File: src/rtl/riscv_pkg.sv
// Shared branch funct3 codes and the PC sequencer state type.
package riscv_pkg;
  localparam logic [2:0] F3_BEQ  = 3'b000;
  localparam logic [2:0] F3_BNE  = 3'b001;
  localparam logic [2:0] F3_BLT  = 3'b100;
  localparam logic [2:0] F3_BGE  = 3'b101;
  localparam logic [2:0] F3_BLTU = 3'b110;
  localparam logic [2:0] F3_BGEU = 3'b111;

  typedef enum logic {
    RUN  = 1'b0,
    TRAP = 1'b1
  } pc_state_t;
endpackage

File: src/rtl/pc_next_unit_branch_cond.sv
// RV32I branch condition evaluation from ALU comparison flags.
module branch_cond
  import riscv_pkg::*;
(
  input  logic [2:0] funct3_i,
  input  logic       zero_i,
  input  logic       lt_i,
  input  logic       ltu_i,
  output logic       cond_o
);

  always_comb begin
    cond_o = 1'b0;
    case (funct3_i)
      F3_BEQ:  cond_o = zero_i;
      F3_BNE:  cond_o = ~zero_i;
      F3_BLT:  cond_o = lt_i;
      F3_BGE:  cond_o = ~lt_i;
      F3_BLTU: cond_o = ltu_i;
      F3_BGEU: cond_o = ~ltu_i;
      default: cond_o = 1'b0; // 010/011 are reserved encodings
    endcase
  end

endmodule

File: src/rtl/pc_next_unit.sv
// Registered program counter with next-PC selection, misaligned-target trap
// handling and a saturating count of committed control transfers.
module pc_next_unit
  import riscv_pkg::*;
#(
  parameter int               XLEN         = 32,
  parameter logic [XLEN-1:0]  RESET_VECTOR = 32'h0000_0000,
  parameter logic [XLEN-1:0]  TRAP_VECTOR  = 32'h0000_0100,
  parameter int               IALIGN       = 32,
  parameter int               CNT_W        = 16
) (
  input  logic             clock,
  input  logic             reset,
  input  logic             stall,
  input  logic             branch,
  input  logic             jump,
  input  logic             jalr,
  input  logic [2:0]       funct3,
  input  logic             zero,
  input  logic             lt,
  input  logic             ltu,
  input  logic [XLEN-1:0]  pc_imm_target,
  input  logic [XLEN-1:0]  alu_result,
  input  logic             trap_ack,
  output logic [XLEN-1:0]  pc,
  output logic [XLEN-1:0]  pc_plus4,
  output logic             taken,
  output logic             misaligned,
  output logic [CNT_W-1:0] taken_count,
  output pc_state_t        state_dbg_o
);

  pc_state_t        state_q, state_d;
  logic [XLEN-1:0]  pc_q, pc_d;
  logic             mis_q, mis_d;
  logic [CNT_W-1:0] cnt_q, cnt_d;

  logic             cond;
  logic [XLEN-1:0]  target;
  logic             target_bad;

  branch_cond u_branch_cond (
    .funct3_i (funct3),
    .zero_i   (zero),
    .lt_i     (lt),
    .ltu_i    (ltu),
    .cond_o   (cond)
  );

  // JALR clears the target LSB; jalr has priority over jump and branch.
  assign target     = jalr ? (alu_result & ~XLEN'(1)) : pc_imm_target;
  assign target_bad = (IALIGN == 32) ? target[1] : target[0];
  assign pc_plus4   = pc_q + XLEN'(4);
  assign taken      = (state_q == RUN) & (jalr | jump | (branch & cond));

  always_ff @(posedge clock) begin
    if (reset) begin
      state_q <= RUN;
      pc_q    <= RESET_VECTOR;
      mis_q   <= 1'b0;
      cnt_q   <= '0;
    end else begin
      state_q <= state_d;
      pc_q    <= pc_d;
      mis_q   <= mis_d;
      cnt_q   <= cnt_d;
    end
  end

  always_comb begin
    state_d = state_q;
    case (state_q)
      RUN:     if (!stall && taken && target_bad) state_d = TRAP;
      TRAP:    if (trap_ack) state_d = RUN;
      default: state_d = RUN;
    endcase
  end

  always_comb begin
    pc_d  = pc_q;
    mis_d = mis_q;
    cnt_d = cnt_q;
    case (state_q)
      RUN: begin
        if (!stall) begin
          if (taken && target_bad) begin
            mis_d = 1'b1;
          end else if (taken) begin
            pc_d  = target;
            cnt_d = (&cnt_q) ? cnt_q : cnt_q + CNT_W'(1);
          end else begin
            pc_d = pc_plus4;
          end
        end
      end
      TRAP: begin
        // Acknowledge wins over stall so a stalled pipeline can still vector.
        if (trap_ack) begin
          pc_d  = TRAP_VECTOR;
          mis_d = 1'b0;
        end
      end
      default: ;
    endcase
  end

  assign pc          = pc_q;
  assign misaligned  = mis_q;
  assign taken_count = cnt_q;
  assign state_dbg_o = state_q;

endmodule

File: config.mk
export PLATFORM = sky130hd
export DESIGN_NAME = pc_next_unit
export DESIGN_NICKNAME = d
export VERILOG_FILES = /design/src/rtl/riscv_pkg.sv /design/src/rtl/pc_next_unit_branch_cond.sv /design/src/rtl/pc_next_unit.sv
export SDC_FILE = /design/constraint.sdc
export NUM_CORES = 1
export LEC_CHECK = 0
export BUFFER_PORTS_ARGS = -buffer_cell sky130_fd_sc_hd__buf_2
export CAP_MARGIN = 20
export CORE_MARGIN = 3
export CORE_UTILIZATION = 50
export CTS_BUF_LIST = sky130_fd_sc_hd__clkbuf_2
export CTS_CLUSTER_SIZE = 40
export DETAILED_ROUTE_END_ITERATION = 10
export PLACE_DENSITY_LB_ADDON = 0.08
export SYNTH_ARGS = -nofsm -noshare
export SYNTH_HDL_FRONTEND = slang
export SYNTH_SLANG_ARGS = --single-unit
File: constraint.sdc
create_clock -name clock -period 3.1 [get_ports clock]
set_clock_uncertainty 0.15 [all_clocks]
set_input_delay 0.155 -clock clock [delete_from_list [all_inputs] [get_ports clock]]
set_output_delay 0.155 -clock clock [all_outputs]
set_load 0.05 [all_outputs]
==> results by group, run 1 <==
STA
  – Fmax: around 0.34 GHz
  – Post-route setup TNS: 0 ns
  – Slew margin rel.: 0.325
  – Hold_ws: -0.00221 ns
  – Pins Over Slew Limit: 0
  – Worst-Margin Slew: approximately 1.0 ns
  – Fin crit share: 0.959
  – Minimum clock period: 2.97 ns
  – RSZ-0062 raised after global routing: yes
  – Setup violations, final: 0
  – Final Hold Viols: 1

Place
  – Input/output buffers: about 160
  – GPL Wtd Cong: 0.844
  – Placed cells: 696
  – Hpwl dp: 7.92 mm
  – Placed cell areas: 4550 sq um

Finish
  – Final core utilization: 0.740
  – Sequential Area: between 1000 and 1500 sq um
  – Layout cells sized above 1: 0.333
  – Final instance area: roughly 5200 sq um
  – Ant diodes: 0
  – Multi-input gate area: around 2600 sq um
  – Layout Nets: 745
  – Non-Filler Instances: 763
  – Fillers: about 570
  – Syn-to-layout area delta: 38.8%

Drt
  – DR pass1 iterations: 5
  – DR vias/cell: ~5.9
  – WL/cell: approximately 16 um
  – Routed Antenna Nets: 0
  – Initial drt markers: 290
  – DRC errors left: 0
  – WL final: 12.5 mm
  – Vias: 4487

Floorplanning
  – Initial Util: 0.533
  – Die height: ~90 um
  – Row cnt: 30
  – IO Pins: 160
  – Die width: 92.5 um
  – Die area: approximately 8600 sq um
  – CORE AREA: ~7000 sq um

Worst setup path
  – CP Launch Point: pc[11]$_SDFFE_PP0P_
  – Reg2Reg Depth: 7
  – Critical Path RT: 2.79 ns
  – Reg-to-reg critical path endpoint: pc[28]$_SDFFE_PP0P_
  – Crit-path max FO: 17
  – Worst Setup End Kind: primary output
  – RR Startpoint: pc[2]$_SDFFE_PP0P_
  – CP Capture Point: pc_plus4[29]
  – R2R Setup Slk: between 0.2 and 0.3 ns
  – Crit Path Category: reg2out
  – Worst Setup Start Kind: flop
  – CP Data Arrival Time: roughly 2.7 ns

Global routing
  – Initial antenna violation count: 0
  – Vias in the first global route: 4245
  – Largest net degree at the start of global routing: 34
  – First-pass GRT wire length: around 20 mm
  – Total GRT Usage: 0.280
  – Congestion Overflow GR: 0

Synthesis
  – Post-Syn Instances: 474
  – Synthesized area per cell: a little under 8 sq um
  – Synth cell types: between 60 and 70
  – Ys async rst share: 0
  – Post-Syn Nets: 553
  – Synth Register Bits: 50
  – Ys flop type: dfxtp_1
  – Register area share after synthesis: 0.267
  – Post-synth EDFFs: 0
  – Mapped cell area: 3740 sq um
  – Ys Warns: 0

CTS
  – CTS H-Tree Depth: 2
  – CTS root buf: clkbuf_2
  – Worst-skew pair later-pin latency: approximately 0.46 ns
  – Clk sink count: 50
  – Clk pin slew, worst setup/hold paths: 0.24 ns
  – CTS tree: built
  – Maximum clock insertion buffer count: 2
  – Cts bufs inserted: 5

Worst hold path
  – Hold Crit Class: in2reg

Run
  – MaxCap Viol Count: 0

Power and ir drop
  – VDD IR-drop max: between 0.0002 and 0.00025 V
  – Pleak: between 2 and 2.5 nW
  – PD cells: about 360 nW/um^2

Outcome
  – Failing checks: hold timing
  – Status: finished, violations left
[routing by layer]
layer	up-vias	wire [um]	global-route usage
li1	2147	-	-
met2	186	6110	0.487
met5	-	0	0
met3	27	857	0.0487
met4	0	346	0.105
met1	2127	5160	0.343
[stage by stage]
stage               worst slack, ns  total power [mW]
finish                        0.126              1.87
detailed placement            0.404              1.51
CTS                          0.0983              1.85
global placement              0.440              1.50
floorplan                     0.141              1.31
global route                -0.0212              1.95
[synthesized netlist by cell type, types with 3 or more instances]
cell	instances	area share
nor2b_1	23	0.038
nand2b_1	3	0.0050
o32ai_1	4	0.0094
mux2_2	21	0.063
o21a_1	4	0.0080
mux2i_1	9	0.024
o2111ai_1	3	0.0070
and4_1	6	0.014
a21oi_1	11	0.015
inv_1	9	0.0090
o21ai_0	19	0.025
or4_1	7	0.014
or3_1	3	0.0050
a31o_2	3	0.0070
a32o_1	6	0.016
nand2_1	41	0.041
o31a_1	6	0.014
nor4_1	15	0.025
a211oi_1	12	0.024
dfxtp_1	50	0.27
clkbuf_1	18	0.018
nand3_1	18	0.024
xnor2_1	13	0.030
or2_1	7	0.012
o211ai_1	4	0.0080
nand4_1	13	0.022
buf_2	14	0.019
a31oi_1	5	0.0084
o31ai_1	13	0.026
xor2_1	9	0.021
buf_1	4	0.0040
o21ai_1	11	0.015
nor2_1	30	0.030
and3_1	5	0.0084
nor3_1	16	0.021
[power breakdown]
group / total [mW] / switching [mW] / internal [mW]
Combinational: 0.822 / 0.546 / 0.277
Clock: 0.282 / 0.227 / 0.0554
Sequential: 0.762 / 0.0745 / 0.688
Total: 1.87 / 0.847 / 1.02
[logic make-up after synthesis]
| logic type | count (synthesis) | synth area share |
|---|---|---|
| multiplexers | 32 | 0.0933 |
| adder cells (fa/ha/maj) | 2 | 0.00669 |
| flip-flops | 50 | 0.267 |
| buffers and inverters | 49 | 0.0608 |
| XOR/XNOR | 22 | 0.0515 |
| AND/OR/NAND/NOR | 204 | 0.304 |
| AO/OA/AOI/OAI | 115 | 0.216 |
[worst min path at each step]
stage / startpoint / end / slack, ns / depth (start not counted)
6_report: pc_imm_target[3] / pc[3]$_SDFFE_PP0P_ / -0.002 / 4
5_1_grt: pc_imm_target[3] / pc[3]$_SDFFE_PP0P_ / 0.008 / 4
4_1_cts: pc_imm_target[3] / pc[3]$_SDFFE_PP0P_ / 0.002 / 4
3_5_place_dp: pc[1]$_SDFFE_PP0P_ / pc[1]$_SDFFE_PP0P_ / 0.30 / 1
3_3_place_gp: misaligned$_SDFFE_PP0P_ / misaligned$_SDFFE_PP0P_ / 0.29 / 2
2_1_floorplan: trap_ack / state_dbg_o$_SDFF_PP0_ / 0.18 / 2
[cells in the final DEF (no fill, tap or decap), drive strengths merged, types with 18 or more instances in the layout]
cell type    synthesis  routed
nor2b               23      23
dlygate4sd3          0      56
buf                 22     167
dfxtp               50      50
nand2               41      41
o21ai               31      31
nand3               20      20
nor2                32      32
mux2                23      23
nor4                18      18
[layout make-up]
cell class	instances	area share
Sequential cell	50	0.194
Tap cell	96	0.0231
Clock buffer	6	0.00578
Multi-Input combinational cell	375	0.492
Timing Repair Buffer	225	0.277
Inverter	9	0.00650
Clock inverter	2	0.00169
[repair_timing]
| action | 4_1_cts | 5_1_grt |
|---|---|---|
| setup endpoints to repair | 10 | 8 |
| buffers inserted | 0 | 3 |
| resized for setup | 2 | 7 |
| hold buffers | 56 | 0 |
| endpoints found under the hold margin | 34 | 0 |
[registers in the layout, indices dropped and copies added, names as in the netlist]
| signal | cells |
|---|---|
| state_dbg_o | 1 |
| misaligned | 1 |
| taken_count | 16 |
| pc | 32 |
[critical path: stages (launching register included)]
cell and delay (ns):
dfxtp_1 0.51, nand4_1 0.20, or4_4 0.71, o31a_1 0.37
or2_1 0.24, buf_2 0.21
(Power assumes the default switching activity.)
==> inputs of run 2 (changes only) <==
CORE_ASPECT_RATIO = 1.2   (was default)
PLACE_DENSITY = 0.83   (was default)
PLACE_DENSITY_LB_ADDON = default   (was 0.08)
RECOVER_POWER = 50   (was default)
==> results by group, run 2 (synthesis gave the netlist of run 1 again) <==
STA
  – Fin crit share: 0.953 (was 0.959)
  – Post-route setup TNS: 0 ns (unchanged)
  – Pins Over Slew Limit: 0 (unchanged)
  – Worst-Margin Slew: 0.991 ns (was 1.01 ns)
  – Setup violations, final: 0 (unchanged)
  – Minimum clock period: 2.95 ns (was 2.97 ns)
  – Fmax: 0.338 GHz (was 0.336 GHz)
  – Slew margin rel.: 0.335 (was 0.325)
  – RSZ-0062 raised after global routing: no (was yes)
  – Final Hold Viols: 0 (was 1)
  – Final setup margin: 0.146 ns (was 0.126 ns)

Worst setup path
  – CP Buf/Inv Count: 1 (unchanged)
  – Slowest cell on crit path: or4_4 (unchanged)
  – Crit-path max cell delay: 0.62 ns (was 0.71 ns)
  – Worst Setup Start Kind: flop (unchanged)
  – Worst Setup End Kind: primary output (unchanged)
  – RR Startpoint: taken_count[0]$_SDFFE_PP0P_ (was pc[2]$_SDFFE_PP0P_)
  – R2R Setup Slk: 0.71 ns (was 0.25 ns)
  – Critical Path RT: 2.79 ns (about the same)
  – Reg-to-reg critical path endpoint: taken_count[7]$_SDFFE_PP0P_ (was pc[28]$_SDFFE_PP0P_)
  – CP Data Arrival Time: 2.65 ns (was 2.67 ns)
  – Top delay family on crit path: simple AND/OR/NAND/NOR gates (unchanged)
  – Reg2Reg Depth: 6 (was 7)
  – Crit-path cells: nand3_2 -> or4_4 -> nor2_2 -> nand2_1 -> xnor2_2 -> buf_2 (was nand4_1 -> or4_4 -> o31a_1 -> or2_1 -> buf_2)
  – Crit Path Category: reg2out (unchanged)
  – Crit-path max FO: 10 (was 17)

Place
  – Setup WS pre-CTS: 0.425 ns (was 0.404 ns)
  – Input/output buffers: 158 (unchanged)
  – Hpwl dp: 8.30 mm (was 7.92 mm)
  – GPL Wtd Cong: 0.877 (was 0.844)

Floorplanning
  – CORE AREA: 7060 sq um (was 7020 sq um)
  – Die width: 85.0 um (was 92.5 um)
  – Die area: 8560 sq um (about the same)
  – Initial Util: 0.530 (was 0.533)
  – IO Pins: 160 (unchanged)
  – Row cnt: 33 (was 30)
  – Die height: 101 um (was 92.5 um)

CTS
  – Worst-skew pair later-pin latency: 0.45 ns (was 0.46 ns)
  – CTS root buf: clkbuf_2 (unchanged)
  – Cts bufs inserted: 5 (unchanged)
  – Clk sink count: 50 (unchanged)
  – Clk pin slew, worst setup/hold paths: 0.27 ns (was 0.24 ns)
  – Maximum clock insertion buffer count: 2 (unchanged)
  – CTS tree: built (unchanged)
  – CTS H-Tree Depth: 2 (unchanged)

Global routing
  – Congestion Overflow GR: 0 (unchanged)
  – Initial antenna violation count: 0 (unchanged)
  – Largest net degree at the start of global routing: 36 (was 34)
  – Total GRT Usage: 0.287 (was 0.280)
  – Vias in the first global route: 4516 (was 4245)
  – First-pass GRT wire length: 20.4 mm (was 20.0 mm)

Power and ir drop
  – VDD IR-drop max: 0.000236 V (was 0.000243 V)
  – PD cells: 377 nW/um^2 (was 359 nW/um^2)
  – Pwr Total: 1.93 mW (was 1.87 mW)
  – Pleak: 2.07 nW (was 2.30 nW)

Finish
  – Commonest cells after routing, fill and taps aside: 101 x buf_2, 58 x dlygate4sd3_1, 58 x clkbuf_1, 47 x dfxtp_1, 41 x nand2_1 (was 156 x buf_2, 56 x dlygate4sd3_1, 46 x dfxtp_1, 41 x nand2_1, 30 x nor2_1)
  – Syn-to-layout area delta: 36.8% (was 38.8%)
  – Leading cell type in the layout, fill and taps excluded: buf_2 (unchanged)
  – Max reg flops: 32 (unchanged)
  – Layout cells sized above 1: 0.238 (was 0.333)
  – Ant diodes: 0 (unchanged)
  – Layout Nets: 747 (was 745)

Outcome
  – Status: finished, final reports clean (was finished, violations left)

Drt
  – WL/cell: 17.1 um (was 16.3 um)
  – Met2 Wirelength: 6.69 mm (was 6.11 mm)
  – DR vias/cell: 6.09 (was 5.88)
  – DRC errors left: 0 (unchanged)
  – Routed Antenna Nets: 0 (unchanged)
  – Met3 wire length: 923 um (was 857 um)
  – Max layer used: met4 (unchanged)
  – DR pass1 iterations: 7 (was 5)
  – Met1 WL: 4.83 mm (was 5.16 mm)
  – Initial drt markers: 250 (was 290)
  – WL final: 12.9 mm (was 12.5 mm)
  – Vias: 4597 (was 4487)

Worst hold path
  – Hold Crit Class: in2reg (unchanged)
  – Hold worst-path end: pc[12]$_SDFFE_PP0P_ (was pc[3]$_SDFFE_PP0P_)
  – Min-delay src: pc_imm_target[12] (was pc_imm_target[3])
  – Hold Crit Depth: 4 (unchanged)

Run
  – MaxCap Viol Count: 0 (unchanged)
[run 2: final cells by class]
class,count,area [sq um]
repair buffers,227,1380
clock buffers,5,25.0
multi-input cells,375,2540
clock inverters,2,33.8
flip-flops and latches,50,1000
inverters,9,33.8
fillers,567,1940
well taps,87,109
[run 2: metal layers]
metal  GRT usage  vias up
met5           0        -
met4       0.143        0
met3      0.0540       47
met2       0.525      242
met1       0.315     2148
li1            -     2160
[run 2: how the worst max path moves through the flow]
stage / start / to / cells past startpoint
2_1_floorplan: pc[2]$_SDFFE_PP0P_ / pc_plus4[26] / 7
3_3_place_gp: pc[12]$_SDFFE_PP0P_ / pc_plus4[27] / 5
3_5_place_dp: pc[12]$_SDFFE_PP0P_ / pc_plus4[27] / 5
4_1_cts: pc[17]$_SDFFE_PP0P_ / pc_plus4[27] / 5
5_1_grt: pc[8]$_SDFFE_PP0P_ / pc_plus4[28] / 6
6_report: pc[8]$_SDFFE_PP0P_ / pc_plus4[28] / 6
[run 2: per-stage QoR]
| stage | cell area [sq um] | std cells | hold WS, ns | utilization |
|---|---|---|---|---|
| after floorplan | 3760 | 474 | 0.183 | - |
| after global placement | 4540 | 688 | 0.299 | 0.643 |
| after detailed placement | 4540 | 688 | 0.304 | 0.643 |
| after CTS | 5180 | 753 | 0.00734 | 0.734 |
| after global routing | 5120 | 755 | 0.0347 | 0.725 |
| final | 5120 | 755 | 0.0318 | 0.725 |
[run 2: worst min-delay path, delay by kind of cell]
kind	cells	cell delay [ns]
buf+inv	1	0.08
simple gates	1	0.12
compound gates	2	0.26
[run 2: repair_timing]
item                                    CTS  global route
hold buffers                             58             0
resized for setup                         2             3
setup buffers                             0             2
hold endpoints to repair                 34             0
endpoints found under the setup margin    8             7
[run 2: power breakdown]
| part | internal, mW | leakage, nW | total, mW | switching [mW] |
|---|---|---|---|---|
| Combinational | 0.266 | 1.63 | 0.817 | 0.551 |
| Sequential | 0.687 | 0.408 | 0.762 | 0.0751 |
| Clock | 0.129 | 0.0365 | 0.350 | 0.221 |
